$ cat src/rtl/upsample_engine_if.sv
// Handshake bundle for the 2x upsampler: pixel stream in, pixel stream out, frame-done pulse.
// The slave modport is the engine's view; the master modport is the surrounding pipeline's view.
interface upsample_engine_if #(
  parameter int DATA_WIDTH = 8
);
  logic                         valid_in;
  logic                         ready_in;
  logic signed [DATA_WIDTH-1:0] pixel_in;
  logic                         valid_out;
  logic                         ready_out;
  logic signed [DATA_WIDTH-1:0] pixel_out;
  logic                         all_done;

  modport master (
    output valid_in, pixel_in, ready_out,
    input  ready_in, valid_out, pixel_out, all_done
  );

  modport slave (
    input  valid_in, pixel_in, ready_out,
    output ready_in, valid_out, pixel_out, all_done
  );
endinterface

$ cat src/rtl/upsample_engine.sv
// 2x nearest-neighbour upsampler (UPSAMPLE_ZERO_FILL_EN: zero-insertion unpool), raster in / raster out.
// Latency 1 cycle; a stalled output holds pixel_out/valid_out and blocks input; odd rows replay the line buffer.
module upsample_engine #(
  parameter int MAP_WIDTH  = 14,
  parameter int DATA_WIDTH = 8
) (
  input  logic               clk,
  input  logic               rst,
  upsample_engine_if.slave   bus
);
  localparam int CW = (MAP_WIDTH > 1) ? $clog2(MAP_WIDTH) : 1;
  localparam logic [CW-1:0] LAST = CW'(MAP_WIDTH - 1);
  localparam logic [CW-1:0] ONE  = CW'(1);

  typedef enum logic {EVEN = 1'b0, ODD = 1'b1} state_t;

  state_t                       state, state_nxt;
  logic [CW-1:0]                col, row;
  logic                         dup;
  logic                         row_in_done;
  logic                         valid_out;
  logic signed [DATA_WIDTH-1:0] pixel_out;
  logic                         all_done;
  logic                         ready_in;
  logic                         in_fire, out_fire, second_fire;

  assign in_fire     = bus.valid_in && ready_in;
  assign out_fire    = valid_out && bus.ready_out;
  assign second_fire = out_fire && dup;

  assign bus.ready_in  = ready_in;
  assign bus.valid_out = valid_out;
  assign bus.pixel_out = pixel_out;
  assign bus.all_done  = all_done;

  always_ff @(posedge clk or posedge rst) begin
    if (rst) state <= EVEN;
    else     state <= state_nxt;
  end

  always_comb begin
    state_nxt = state;
    case (state)
      EVEN:    if (second_fire && row_in_done) state_nxt = ODD;
      ODD:     if (second_fire && col == LAST) state_nxt = EVEN;
      default: state_nxt = EVEN;
    endcase
  end

  // Once the last pixel of a row is taken, input stays closed until the odd row has replayed.
  always_comb begin
    ready_in = 1'b0;
    if (!rst && state == EVEN && !row_in_done)
      ready_in = !valid_out || (bus.ready_out && dup);
  end

`ifndef UPSAMPLE_ZERO_FILL_EN
  logic signed [DATA_WIDTH-1:0] line_buf [MAP_WIDTH];

  always_ff @(posedge clk) begin
    if (in_fire) line_buf[col] <= bus.pixel_in;
  end
`endif

  always_ff @(posedge clk or posedge rst) begin
    if (rst) begin
      valid_out   <= 1'b0;
      pixel_out   <= '0;
      dup         <= 1'b0;
      col         <= '0;
      row         <= '0;
      row_in_done <= 1'b0;
      all_done    <= 1'b0;
    end else begin
      all_done <= 1'b0;
      if (state == EVEN) begin
        if (in_fire) begin
          pixel_out <= bus.pixel_in;
          valid_out <= 1'b1;
          dup       <= 1'b0;
          if (col == LAST) begin
            col         <= '0;
            row_in_done <= 1'b1;
          end else begin
            col <= col + ONE;
          end
        end else if (out_fire && !dup) begin
          dup <= 1'b1;
`ifdef UPSAMPLE_ZERO_FILL_EN
          pixel_out <= '0;
`endif
        end else if (second_fire) begin
          if (row_in_done) begin
            // Straight into the odd row with no bubble.
`ifdef UPSAMPLE_ZERO_FILL_EN
            pixel_out <= '0;
`else
            pixel_out <= line_buf[0];
`endif
            valid_out   <= 1'b1;
            dup         <= 1'b0;
            col         <= '0;
            row_in_done <= 1'b0;
          end else begin
            valid_out <= 1'b0;
          end
        end
      end else begin
        if (out_fire && !dup) begin
          dup <= 1'b1;
        end else if (second_fire) begin
          dup <= 1'b0;
          if (col == LAST) begin
            valid_out <= 1'b0;
            col       <= '0;
            if (row == LAST) begin
              row      <= '0;
              all_done <= 1'b1;
            end else begin
              row <= row + ONE;
            end
          end else begin
            col <= col + ONE;
`ifndef UPSAMPLE_ZERO_FILL_EN
            pixel_out <= line_buf[col + ONE];
`endif
          end
        end
      end
    end
  end
endmodule

$ cat src/flat_wrapper.sv
// flat-port wrapper written by rule: the top's interface ports become plain ports
module upsample_engine_flat 
#(
  parameter int MAP_WIDTH  = 14,
  parameter int DATA_WIDTH = 8
)
  (clk, rst, bus_valid_in, bus_pixel_in, bus_ready_out, bus_ready_in, bus_valid_out, bus_pixel_out, bus_all_done);
  upsample_engine_if #(.DATA_WIDTH(DATA_WIDTH)) bus_i ();
  input  logic clk;
  input  logic rst;
  input wire logic [$bits(bus_i.valid_in)-1:0] bus_valid_in;
  input wire logic [$bits(bus_i.pixel_in)-1:0] bus_pixel_in;
  input wire logic [$bits(bus_i.ready_out)-1:0] bus_ready_out;
  output wire logic [$bits(bus_i.ready_in)-1:0] bus_ready_in;
  output wire logic [$bits(bus_i.valid_out)-1:0] bus_valid_out;
  output wire logic [$bits(bus_i.pixel_out)-1:0] bus_pixel_out;
  output wire logic [$bits(bus_i.all_done)-1:0] bus_all_done;
  assign bus_i.valid_in = bus_valid_in;
  assign bus_i.pixel_in = bus_pixel_in;
  assign bus_i.ready_out = bus_ready_out;
  assign bus_ready_in = bus_i.ready_in;
  assign bus_valid_out = bus_i.valid_out;
  assign bus_pixel_out = bus_i.pixel_out;
  assign bus_all_done = bus_i.all_done;
  upsample_engine #(.MAP_WIDTH(MAP_WIDTH), .DATA_WIDTH(DATA_WIDTH)) u_core (.clk(clk), .rst(rst), .bus(bus_i));
endmodule
$ cat config.mk
export PLATFORM = sky130hd
export DESIGN_NAME = upsample_engine_flat
export DESIGN_NICKNAME = d
export VERILOG_FILES = /design/src/rtl/upsample_engine_if.sv /design/src/rtl/upsample_engine.sv /design/src/flat_wrapper.sv
export SDC_FILE = /design/constraint.sdc
export NUM_CORES = 1
export LEC_CHECK = 0
export BUFFER_PORTS_ARGS = -buffer_cell sky130_fd_sc_hd__buf_2
export CORE_ASPECT_RATIO = 2
export CORE_MARGIN = 8
export CORE_UTILIZATION = 40
export DETAILED_ROUTE_END_ITERATION = 8
export PLACE_DENSITY_LB_ADDON = 0.08
export SLEW_MARGIN = 15
export SYNTH_ARGS = -nofsm -noshare
export SYNTH_HDL_FRONTEND = slang
export SYNTH_SLANG_ARGS = --single-unit
$ cat constraint.sdc
create_clock -name clk -period 5.6 [get_ports clk]
set_input_delay 0.84 -clock clk [delete_from_list [all_inputs] [get_ports clk]]
set_output_delay 0.84 -clock clk [all_outputs]
set_load 0.05 [all_outputs]
==> impl_metrics.csv <==
group,metric,value,unit
cts,htreeDepth,4,
placed_design,dp_hpwl,8860,µm
worst_setup_path,crit_fanout,39,
global_routing,grt_pass1_wl,20200,µm
logic_synthesis,synth_top_area_cell,"edfxtp_1",
finish,antenna_cells,0,
floorplanning,start_util,40.5,%
floorplanning,core-area,13800,µm²
timing,worst_pin_slew,0.886,ns
worst_setup_path,worst-setup-path-type,"reg -> reg",
cts,cts.path.max_buffers,2,
worst_hold_path,min-delay-start,"u_core.row[0]$_DFFE_PP0P_",
route,finalWirelength,13200,µm
timing,clock.fmax,0.366,GHz
timing,setup-violations-final,0,
floorplanning,die_h,183,µm
logic_synthesis,avgSynthCellArea,18.0,µm²
placed_design,place_area,5880,µm²
route,drt_first_pass_iters,5,
global_routing,antenna_found_initial,0,
floorplanning,die_area,18300,µm²
worst_setup_path,max_stage_delay,0.54,ns
logic_synthesis,synth_edf_count,112,
logic_synthesis,synthTopCellsByCount,"edfxtp_1 (112), dfrtp_1 (21), mux4_2 (19)",
logic_synthesis,synth_area,5600,µm²
placed_design,gp_congestion,0.809,
route,num_vias,3014,
floorplanning,die_x,99.7,µm
worst_setup_path,crit_arrival,3.07,ns
logic_synthesis,yosys-top-cells-area,"edfxtp_1 (60%), dfrtp_1 (9.4%), mux4_2 (7.6%)",
finish,multiInputGateArea,1610,µm²
logic_synthesis,yosys_warnings,0,
logic_synthesis,synth_most_common_cell,"edfxtp_1",
route,avgRoutedWirePerCell,24.2,µm
pwr,powerDensity,522,nW/µm²
logic_synthesis,syn-num-nets,327,
finish,layout-drive-gt1-share,27.0,%
finish,fillers,1204,
logic_synthesis,synthFlopType,"edfxtp_1",
global_routing,grt_pass1_vias,3236,
finish,fin_cells,544,
timing,finalSetupTns,0,ns
timing,grt_setup_unrepaired,"false",
cts,cts_resized,0,
global_routing,track_usage,15.5,%
timing,hold_viol_final,0,
worst_setup_path,endpoint_kind,"flop",
floorplanning,num_rows,61,
timing,skew,0.00745,ns
timing,relSlewSlack,40.9,%
cts,cts_setup_buffers,0,
logic_synthesis,syn_inst,311,
cts,numCtsBuffers,17,
worst_setup_path,crit_path_top_delay_cell,"a31oi_1",
cts,clk_latency,0.41,ns
worst_setup_path,r2r-start,"u_core.col[0]$_DFFE_PP0P_",
cts,cts.clk_slew.worst_paths,0.06,ns
floorplanning,ios,23,
job,drv_cap,0,
worst_setup_path,startpoint_type,"flop",
finish,area_growth,15.8,%
route,drc,0,
worst_setup_path,cp_cell_sequence,"buf_4, ha_1, nor2b_1, a31oi_1, o21ai_1, a221o_1, a2bb2oi_1",
cts,cts_tree,"yes",
route,drt_iter0_drc,171,
finish,regArea,3890,µm²
route,ant_nets,0,
cts,root_buffer,"clkbuf_16",
cts,hold_buffers,0,
placed_design,numPortBuffers,22,
finish,final_area,6480,µm²
pwr,leakage,2.27,nW
timing,timing.final.crit_share,48.8,%
logic_synthesis,synthArstFlopShare,15.8,%
placed_design,dp.cells,512,
finish,nNetsFinal,358,
timing,final_max_slew_viol_count,0,
worst_hold_path,hold_path.class,"reg -> reg",
global_routing,overflow,0,
logic_synthesis,ys_seq_area_share,69.4,%
global_routing,grt_max_degree,40,
status,outcome,"finished clean",
cts,numClockSinks,133,
worst_setup_path,critical_path.startpoint,"u_core.col[0]$_DFFE_PP0P_",
logic_synthesis,ys_types,50,
pwr,ir_worst_vdd,0.000227,V
logic_synthesis,ys_ff_latch,133,
worst_setup_path,crit_required,5.93,ns
timing,min_period,2.74,ns
logic_synthesis,synth_top_area_share,60.1,%
route,viasPerCell,5.54,
## routing by layer
layer,track usage [%],wire length (µm)
met1,17.2,5170
met2,26.5,7050
met3,4.03,501
met4,8.11,458
met5,0,0
## where the power goes
part           internal (mW)  switching (mW)
registers               1.14          0.0988
logic                  0.401           0.604
clock network          0.705           0.428
total                   2.25            1.13
## cells in the final DEF (no fill, tap or decap), types with 2 or more instances in the layout
master      instances
a211o_1             5
a211oi_2            2
a21oi_1             2
a221o_1             2
a2bb2oi_1           7
a31oi_1             2
and3_1             12
buf_2              22
buf_4               3
bufinv_16           3
clkbuf_16          17
clkinvlp_4          3
dfrtp_1            20
edfxtp_1          112
ha_1                3
inv_1               3
inv_6               5
mux2_2              9
mux2i_1             9
mux4_1              5
mux4_2             19
nand2_1             8
nand3_2             2
nor2_1             12
nor2b_1             5
nor3_1              8
o21ai_0            10
o221ai_1            7
o31ai_1             8
or3_1               2
## cell families after synthesis
logic type / share of synthesized area (%)
buffers and inverters: 1.94
flip-flops: 69.4
AND/OR/NAND/NOR: 5.56
AO/OA/AOI/OAI: 8.11
XOR/XNOR: 0.648
adder cells (fa/ha/maj): 0.894
multiplexers: 13.4
## flip-flops by register name, indices dropped and copies added, names as in the netlist
name and flops:
u_core.bus.all_done 1, u_core.col 4, u_core.bus.valid_out 1, u_core.dup 1, u_core.line_buf 112, u_core.bus.pixel_out 8
u_core.row_in_done 1, u_core.state 1, u_core.row 4
## per-stage QoR
stage	total power [mW]	util (%)	worst slack, ns	hold slack, ns
finish	3.38	46.9	2.86	0.455
global route	3.54	46.9	2.60	0.484
CTS	3.42	46.9	2.50	0.460
detailed placement	2.28	42.5	2.51	0.451
global placement	2.27	42.5	2.54	0.449
floorplan	2.01	-	1.31	0.434
## worst paths after layout
check / endpoint / slack, ns / depth (start not counted)
worst max-delay path: u_core.bus.pixel_out[5]$_DFFE_PP0P_ / 2.86 / 7
worst min-delay path: u_core.row[0]$_DFFE_PP0P_ / 0.45 / 1
worst max register to register: u_core.bus.pixel_out[5]$_DFFE_PP0P_ / 2.86 / 7
worst min register to register: u_core.row[0]$_DFFE_PP0P_ / 0.45 / 1
max in group asynchronous: u_core.col[0]$_DFFE_PP0P_ / 4.36 / 2
min in group asynchronous: u_core.col[1]$_DFFE_PP0P_ / 0.64 / 2
## critical path: cells and delay by family (launching register included)
| kind | cells | cell delay [ns] |
|---|---|---|
| AOI/OAI and AO/OA | 4 | 1.27 |
| adders and majority gates | 1 | 0.37 |
| buffers and inverters | 1 | 0.48 |
| DFF | 1 | 0.35 |
| and+or+nand+nor | 1 | 0.15 |
## area by class of cell
| cell class | instances | area share, % |
|---|---|---|
| Inverter | 4 | 0.232 |
| Tap cell | 189 | 3.65 |
| Clock inverter | 14 | 2.68 |
| Sequential cell | 133 | 60.0 |
| Multi-Input combinational cell | 161 | 24.8 |
| Timing Repair Buffer | 25 | 2.05 |
| Clock buffer | 18 | 6.62 |
(Power assumes the default switching activity.)
